### config.mk
export PLATFORM = sky130hd
export DESIGN_NAME = arb_req_queue
export DESIGN_NICKNAME = d
export VERILOG_FILES = /design/src/rtl/arb_req_queue.sv
export SDC_FILE = /design/constraint.sdc
export NUM_CORES = 1
export LEC_CHECK = 0
export ABC_AREA = 0
export BUFFER_PORTS_ARGS = -buffer_cell sky130_fd_sc_hd__buf_2
export CAP_MARGIN = 25
export CORE_MARGIN = 5
export CORE_UTILIZATION = 50
export CTS_BUF_LIST = sky130_fd_sc_hd__clkbuf_4 sky130_fd_sc_hd__clkbuf_8
export CTS_CLUSTER_DIAMETER = 60
export DETAILED_ROUTE_END_ITERATION = 7
export MAX_ROUTING_LAYER = met4
export PLACE_DENSITY = 0.69
export SLEW_MARGIN = 40
export SYNTH_ARGS = -nofsm -noshare
export SYNTH_HDL_FRONTEND = slang
export SYNTH_SLANG_ARGS = --single-unit
### constraint.sdc
create_clock -name clk -period 3.6 [get_ports clk]
set_input_delay 0.54 -clock clk [delete_from_list [all_inputs] [get_ports clk]]
set_output_delay 0.54 -clock clk [all_outputs]
set_load 0.01 [all_outputs]
### src/rtl/arb_req_queue.sv
// arb_req_queue: per-requestor packet FIFOs feeding an FCFS weighted
// round-robin arbiter. Presents req/weights from registered queue state
// and pops the granted head packet into a single registered output slot.
module arb_req_queue #(
  parameter int REQUESTORS = 4,
  parameter int DEPTH      = 4,
  parameter int DATA_W     = 8,
  parameter int TS_W       = 32
) (
  input  logic                         clk,
  input  logic                         reset,
  input  logic [REQUESTORS-1:0]        in_valid,
  output logic [REQUESTORS-1:0]        in_ready,
  input  logic [REQUESTORS*DATA_W-1:0] in_data,
  input  logic [REQUESTORS*2-1:0]      in_prio,
  output logic [REQUESTORS-1:0]        req,
  output logic [REQUESTORS*8-1:0]      weights,
  input  logic [REQUESTORS-1:0]        grant,
  output logic                         out_valid,
  input  logic                         out_ready,
  output logic [7:0]                   out_id,
  output logic [DATA_W-1:0]            out_data,
  output logic [1:0]                   out_prio,
  output logic [TS_W-1:0]              out_wait,
  output logic                         err
);

  localparam int AW = $clog2(DEPTH);
  localparam int PW = AW + 1;

  typedef enum logic {SLOT_EMPTY, SLOT_FULL} slot_t;

  logic [DATA_W-1:0] mem_data_q [REQUESTORS][DEPTH];
  logic [DATA_W-1:0] mem_data_d [REQUESTORS][DEPTH];
  logic [1:0]        mem_prio_q [REQUESTORS][DEPTH];
  logic [1:0]        mem_prio_d [REQUESTORS][DEPTH];
  logic [TS_W-1:0]   mem_ts_q   [REQUESTORS][DEPTH];
  logic [TS_W-1:0]   mem_ts_d   [REQUESTORS][DEPTH];
  logic [PW-1:0]     wr_ptr_q   [REQUESTORS];
  logic [PW-1:0]     wr_ptr_d   [REQUESTORS];
  logic [PW-1:0]     rd_ptr_q   [REQUESTORS];
  logic [PW-1:0]     rd_ptr_d   [REQUESTORS];

  logic [TS_W-1:0]   ts_q, ts_d;
  slot_t             state_q, state_d;
  logic [7:0]        out_id_q, out_id_d;
  logic [DATA_W-1:0] out_data_q, out_data_d;
  logic [1:0]        out_prio_q, out_prio_d;
  logic [TS_W-1:0]   out_wait_q, out_wait_d;
  logic              err_q, err_d;

  logic [REQUESTORS-1:0] full, empty;
  logic                  grant_multi, grant_stray, grant_bad, slot_free, pop;
  logic [7:0]            sel_id;
  logic [DATA_W-1:0]     sel_data;
  logic [1:0]            sel_prio;
  logic [TS_W-1:0]       sel_ts;
  logic [1:0]            push_prio;

  // Occupancy, req/weights and ready decode from registered pointers only
  always_comb begin
    weights = '0;
    for (int unsigned i = 0; i < REQUESTORS; i++) begin
      empty[i] = (wr_ptr_q[i] == rd_ptr_q[i]);
      full[i]  = (wr_ptr_q[i][AW] != rd_ptr_q[i][AW]) &&
                 (wr_ptr_q[i][AW-1:0] == rd_ptr_q[i][AW-1:0]);
      if (!empty[i])
        weights[i*8 +: 8] = {6'd0, mem_prio_q[i][rd_ptr_q[i][AW-1:0]]} + 8'd1;
    end
    in_ready = ~full;
    req      = ~empty;
  end

  // Grant qualification, head-packet select and pop decision
  always_comb begin
    sel_id   = '0;
    sel_data = '0;
    sel_prio = '0;
    sel_ts   = '0;
    for (int unsigned i = 0; i < REQUESTORS; i++) begin
      if (grant[i]) begin
        sel_id   = 8'(i);
        sel_data = mem_data_q[i][rd_ptr_q[i][AW-1:0]];
        sel_prio = mem_prio_q[i][rd_ptr_q[i][AW-1:0]];
        sel_ts   = mem_ts_q[i][rd_ptr_q[i][AW-1:0]];
      end
    end
    grant_multi = (grant & (grant - 1'b1)) != '0;
    grant_stray = (grant & ~req) != '0;
    grant_bad   = grant_multi | grant_stray;
    slot_free   = (state_q == SLOT_EMPTY) | out_ready;
    pop         = !grant_bad && (grant != '0) && slot_free;
  end

  // Queue storage and pointer updates; push uses pre-pop fullness
  always_comb begin
    mem_data_d = mem_data_q;
    mem_prio_d = mem_prio_q;
    mem_ts_d   = mem_ts_q;
    wr_ptr_d   = wr_ptr_q;
    rd_ptr_d   = rd_ptr_q;
    push_prio  = '0;
    for (int unsigned i = 0; i < REQUESTORS; i++) begin
      if (in_valid[i] && !full[i]) begin
        push_prio = in_prio[i*2 +: 2];
        if (push_prio == 2'd3) push_prio = 2'd2;
        mem_data_d[i][wr_ptr_q[i][AW-1:0]] = in_data[i*DATA_W +: DATA_W];
        mem_prio_d[i][wr_ptr_q[i][AW-1:0]] = push_prio;
        mem_ts_d[i][wr_ptr_q[i][AW-1:0]]   = ts_q;
        wr_ptr_d[i] = wr_ptr_q[i] + PW'(1);
      end
      if (pop && grant[i])
        rd_ptr_d[i] = rd_ptr_q[i] + PW'(1);
    end
  end

  // Output slot FSM, output fields, timestamp and sticky error
  always_comb begin
    state_d    = state_q;
    out_id_d   = out_id_q;
    out_data_d = out_data_q;
    out_prio_d = out_prio_q;
    out_wait_d = out_wait_q;
    err_d      = err_q | grant_bad;
    ts_d       = ts_q + 1'b1;
    if (pop) begin
      state_d    = SLOT_FULL;
      out_id_d   = sel_id;
      out_data_d = sel_data;
      out_prio_d = sel_prio;
      out_wait_d = ts_q - sel_ts;
    end else if (state_q == SLOT_FULL && out_ready) begin
      state_d = SLOT_EMPTY;
    end
  end

  // State registers with asynchronous active-low reset
  always_ff @(posedge clk or negedge reset) begin
    if (!reset) begin
      for (int unsigned i = 0; i < REQUESTORS; i++) begin
        wr_ptr_q[i] <= '0;
        rd_ptr_q[i] <= '0;
        for (int unsigned j = 0; j < DEPTH; j++) begin
          mem_data_q[i][j] <= '0;
          mem_prio_q[i][j] <= '0;
          mem_ts_q[i][j]   <= '0;
        end
      end
      ts_q       <= '0;
      state_q    <= SLOT_EMPTY;
      out_id_q   <= '0;
      out_data_q <= '0;
      out_prio_q <= '0;
      out_wait_q <= '0;
      err_q      <= 1'b0;
    end else begin
      mem_data_q <= mem_data_d;
      mem_prio_q <= mem_prio_d;
      mem_ts_q   <= mem_ts_d;
      wr_ptr_q   <= wr_ptr_d;
      rd_ptr_q   <= rd_ptr_d;
      ts_q       <= ts_d;
      state_q    <= state_d;
      out_id_q   <= out_id_d;
      out_data_q <= out_data_d;
      out_prio_q <= out_prio_d;
      out_wait_q <= out_wait_d;
      err_q      <= err_d;
    end
  end

  assign out_valid = (state_q == SLOT_FULL);
  assign out_id    = out_id_q;
  assign out_data  = out_data_q;
  assign out_prio  = out_prio_q;
  assign out_wait  = out_wait_q;
  assign err       = err_q;

endmodule

==> out/summary.txt <==
Worst flop-to-flop path startpoint = rd_ptr_q[6]
Share of synthesized area occupied by flip-flops and latches = 0.533
Weighted congestion at the end of routability-driven global placement = 0.904
Count of nets after finishing = 3051
Fin. max-slew vios = 0
Final core utilization = 0.605
Data arrival at the endpoint of the critical path = 4.42 ns
Final Cycle Share = 1.03
WP data required = 4.30 ns
Critical path startpoint category = flop
IO buf count = 116
Cts bufs inserted = 134
Register clock-pin slew on the reported worst setup and hold paths = 0.06 ns
Placed wire-length estimate = 66.7 mm
Average wire per standard cell = 24.8 um
Ranking of synthesized cells by instance count = sky130_fd_sc_hd__dfrtp_1, sky130_fd_sc_hd__mux2_2, sky130_fd_sc_hd__mux4_2, sky130_fd_sc_hd__nand2_1, sky130_fd_sc_hd__clkbuf_1
Worst Setup End Kind = flop
Slowest cell on the critical path = sky130_fd_sc_hd__mux4_2
Share of flip-flops with an asynchronous set or reset = 1.00
Number of nets with antenna violations after detailed routing = 0
Setup repair after global routing missed its margin = yes
Yosys warnings = 0
Dominant combinational cell family by area after synthesis = multiplexers
Max Buffers Root-to-Sink = 3
Area of the placeable core = 71900 sq um
Simple-Gate Fraction of Synth Area = 0.0424
Share of final-layout standard cells stronger than drive strength 1 = 0.511
Pwr per Cell Area = 743 nW/um^2
Max-slew headroom at the worst pin = 0.498
Area growth, synth to finish = 19.7%
Buf/Inv on CP = 4
Critical path start-end classification = flop to flop
Max Cap Viol = 0
EDFF count, synth = 0
Global-route congestion overflow total = 0
Clock tree from TritonCTS = built
Setup-violating endpoint count in the final report = 10
Unique masters post-synth = 60
Main area contributors after synthesis = sky130_fd_sc_hd__dfrtp_1, sky130_fd_sc_hd__mux2_2, sky130_fd_sc_hd__mux4_2
Top cell type by total area after synthesis = sky130_fd_sc_hd__dfrtp_1
Static Leak = 20.6 nW
Fraction of post-synthesis cell area in the top cell type by area = 0.533
Number of global-route vias before repair = 25839
Compound-gate portion of the synthesized area = 0.0463
Worst Skew = 0.0350 ns
Multiplexer share of the synthesized area = 0.304
Number of sinks driven by the clock tree = 774
Overall via count from detail_route = 23441
Endpoint of the worst hold path = mem_data_q[83]
First DRT Iteration DRCs = 1519
Buffer cell driving the clock tree root = sky130_fd_sc_hd__clkbuf_8
Total number of placement rows = 98
Count of mapped cells out of synthesis = 2611
Shortest clock period the worst path allows after layout = 3.72 ns
Effective utilization at floorplan = 0.506
Clk Latency, worst-skew pair = 0.78 ns
Pin count of the biggest net entering global routing = 91
First-pass GRT wire length = 154 mm
CP cell instances = buf_8 -> buf_4 -> buf_12 -> mux4_2 -> a221oi_2 -> buf_4 -> nor3_1 -> a21oi_1 -> ha_1 -> a21o_1 -> o21bai_1 -> a21oi_1 -> o31ai_2 -> or4_1 -> nand3_1
R2R setup slack = -0.12 ns
Mapped cell area = 36300 sq um
Height of the die = 280 um
Number of iterations in the first detailed-routing pass = 5
Die Footprint = 78200 sq um
Final setup margin = -0.118 ns
Top-Level Pins = 143
Worst path top cell family by delay = compound AO/OA/AOI/OAI gates
Slew of the pin with the lowest slew margin = 0.754 ns
Power Total = 32.3 mW
Remaining routing DRC violations = 0
Largest fanout on the critical path = 7
Run status = complete, but fails checks
CTS H-Tree Depth = 4
Violations in the final reports = negative setup slack
Adder-cell share of the synthesized area = 0.0198
Number of hold violations in the final report = 0
Worst hold start = in_data[11]
Most numerous cell in the Yosys netlist = sky130_fd_sc_hd__dfrtp_1
Tightest hold margin = 0.0598 ns
Critical Path Max Stage Delay = 0.52 ns
Worst hold path type = input pin to flop
Flops & latches, synth = 774
Number of antenna violations at the first check in global routing = 1
Worst supply voltage drop on vdd = 0.000677 V
Area share of xor/xnor cells in the synthesized design = 0.0202
Critical register-to-register path endpoint = out_wait[31]
Overall routed net length = 98.9 mm
F_max = 0.269 GHz
Total area of multi-input combinational cells = 16500 sq um
Die extent in x = 280 um
Avg Vias per Cell = 5.87
Global-route total usage across every layer = 0.262
Number of cells traversed by the worst hold path = 2
Layout fillers = 5513
Synthesized area per cell = 13.9 sq um
Top FF cell, synth = sky130_fd_sc_hd__dfrtp_1
Cell count of the worst reg-to-reg path = 15
Sequential cell area = 19400 sq um
repair_timing:
item / in CTS / in global routing
resized for setup: 92 / 73
buffers inserted: 20 / 13
setup endpoints to repair: 24 / 25
hold endpoints to repair: 137 / 0
hold buffers: 22 / 0
pin swaps: 35 / 48
worst max-delay path by stage:
stage	endpoint	slack, ns	cells after the start	startpoint
floorplan	out_wait[31]	0.002	15	rd_ptr_q[9]
global placement	out_wait[28]	-0.41	14	rd_ptr_q[6]
detailed placement	out_wait[30]	-0.48	15	rd_ptr_q[6]
CTS	out_wait[28]	-0.11	15	rd_ptr_q[6]
global route	out_wait[30]	-0.26	16	rd_ptr_q[9]
finish	out_wait[31]	-0.12	15	rd_ptr_q[6]
power by group:
| part | total [mW] | internal [mW] | switching (mW) | leakage [nW] |
|---|---|---|---|---|
| combinational | 12.2 | 5.98 | 6.18 | 8.96 |
| clock | 8.42 | 4.77 | 3.66 | 1.51 |
| sequential | 11.7 | 10.6 | 1.17 | 10.1 |
| total | 32.3 | 21.3 | 11.0 | 20.6 |
logic make-up after synthesis:
family	after synthesis
other	1
buffers and inverters	269
adder cells (fa/ha/maj)	57
AO/OA/AOI/OAI	269
AND/OR/NAND/NOR	343
XOR/XNOR	84
multiplexers	814
flip-flops	774
cell usage in the layout, fill, tap and decap left out, types with 12 or more instances in the layout:
master,n
sky130_fd_sc_hd__dfrtp_1,766
sky130_fd_sc_hd__mux2_2,636
sky130_fd_sc_hd__buf_4,224
sky130_fd_sc_hd__mux4_2,168
sky130_fd_sc_hd__clkbuf_8,165
sky130_fd_sc_hd__nand2_1,124
sky130_fd_sc_hd__buf_2,114
sky130_fd_sc_hd__o21ai_0,63
sky130_fd_sc_hd__nor2_1,61
sky130_fd_sc_hd__a21oi_1,61
sky130_fd_sc_hd__xnor2_1,61
sky130_fd_sc_hd__ha_1,49
sky130_fd_sc_hd__clkbuf_4,44
sky130_fd_sc_hd__nor3_1,39
sky130_fd_sc_hd__buf_12,39
sky130_fd_sc_hd__conb_1,26
sky130_fd_sc_hd__a221oi_1,23
sky130_fd_sc_hd__nand3_1,22
sky130_fd_sc_hd__dlygate4sd3_1,22
sky130_fd_sc_hd__inv_1,20
sky130_fd_sc_hd__nand2_2,19
sky130_fd_sc_hd__a221oi_2,18
sky130_fd_sc_hd__and2_1,18
sky130_fd_sc_hd__o21ai_1,18
sky130_fd_sc_hd__a21oi_2,15
sky130_fd_sc_hd__xor2_1,14
sky130_fd_sc_hd__nand4_1,13
sky130_fd_sc_hd__buf_6,12
area by class of cell:
| class | instances | share of cell area |
|---|---|---|
| diodes | 2 | 0.000115 |
| clock buffers | 209 | 0.0598 |
| clock inverters | 27 | 0.00567 |
| inverters | 21 | 0.00181 |
| multi-input cells | 1593 | 0.378 |
| flip-flops and latches | 774 | 0.446 |
| well taps | 950 | 0.0273 |
| repair buffers | 419 | 0.0810 |
layer usage:
layer	part of all wire	routed length [um]	vias up	track usage
met5	0	0	-	-
met4	0.039	3900	0	0.110
met3	0.059	5810	203	0.0558
met2	0.48	47800	682	0.412
met1	0.42	41400	12384	0.335
li1	-	-	10172	-
worst register-to-register path, delay by kind of cell (launching register included):
kind	cells	cell delay, ns
buffers and inverters	4	0.58
adders and majority gates	1	0.32
DFF	1	0.45
AOI/OAI and AO/OA	6	1.25
muxes	1	0.53
and+or+nand+nor	3	0.53
registers in the layout, summed over array words and instances (netlist names):
signal and cells:
out_valid 1, out_wait 32, ts_q 32, mem_data_q 128, mem_prio_q 32, out_prio 2
err 1, out_id 2, out_data 8, rd_ptr_q 12, wr_ptr_q 12, mem_ts_q 512
metrics by stage:
stage	instances	TNS, ns	instance area (sq um)	worst slack (ns)
finish	3995	-0.631	43500	-0.118
global route	3995	-2.83	43500	-0.256
CTS	3979	-0.285	43100	-0.107
detailed placement	3701	-5.18	39400	-0.482
global placement	3701	-3.38	39400	-0.407
floorplan	2636	0	36500	0.00169
(Power assumes the default switching activity.)
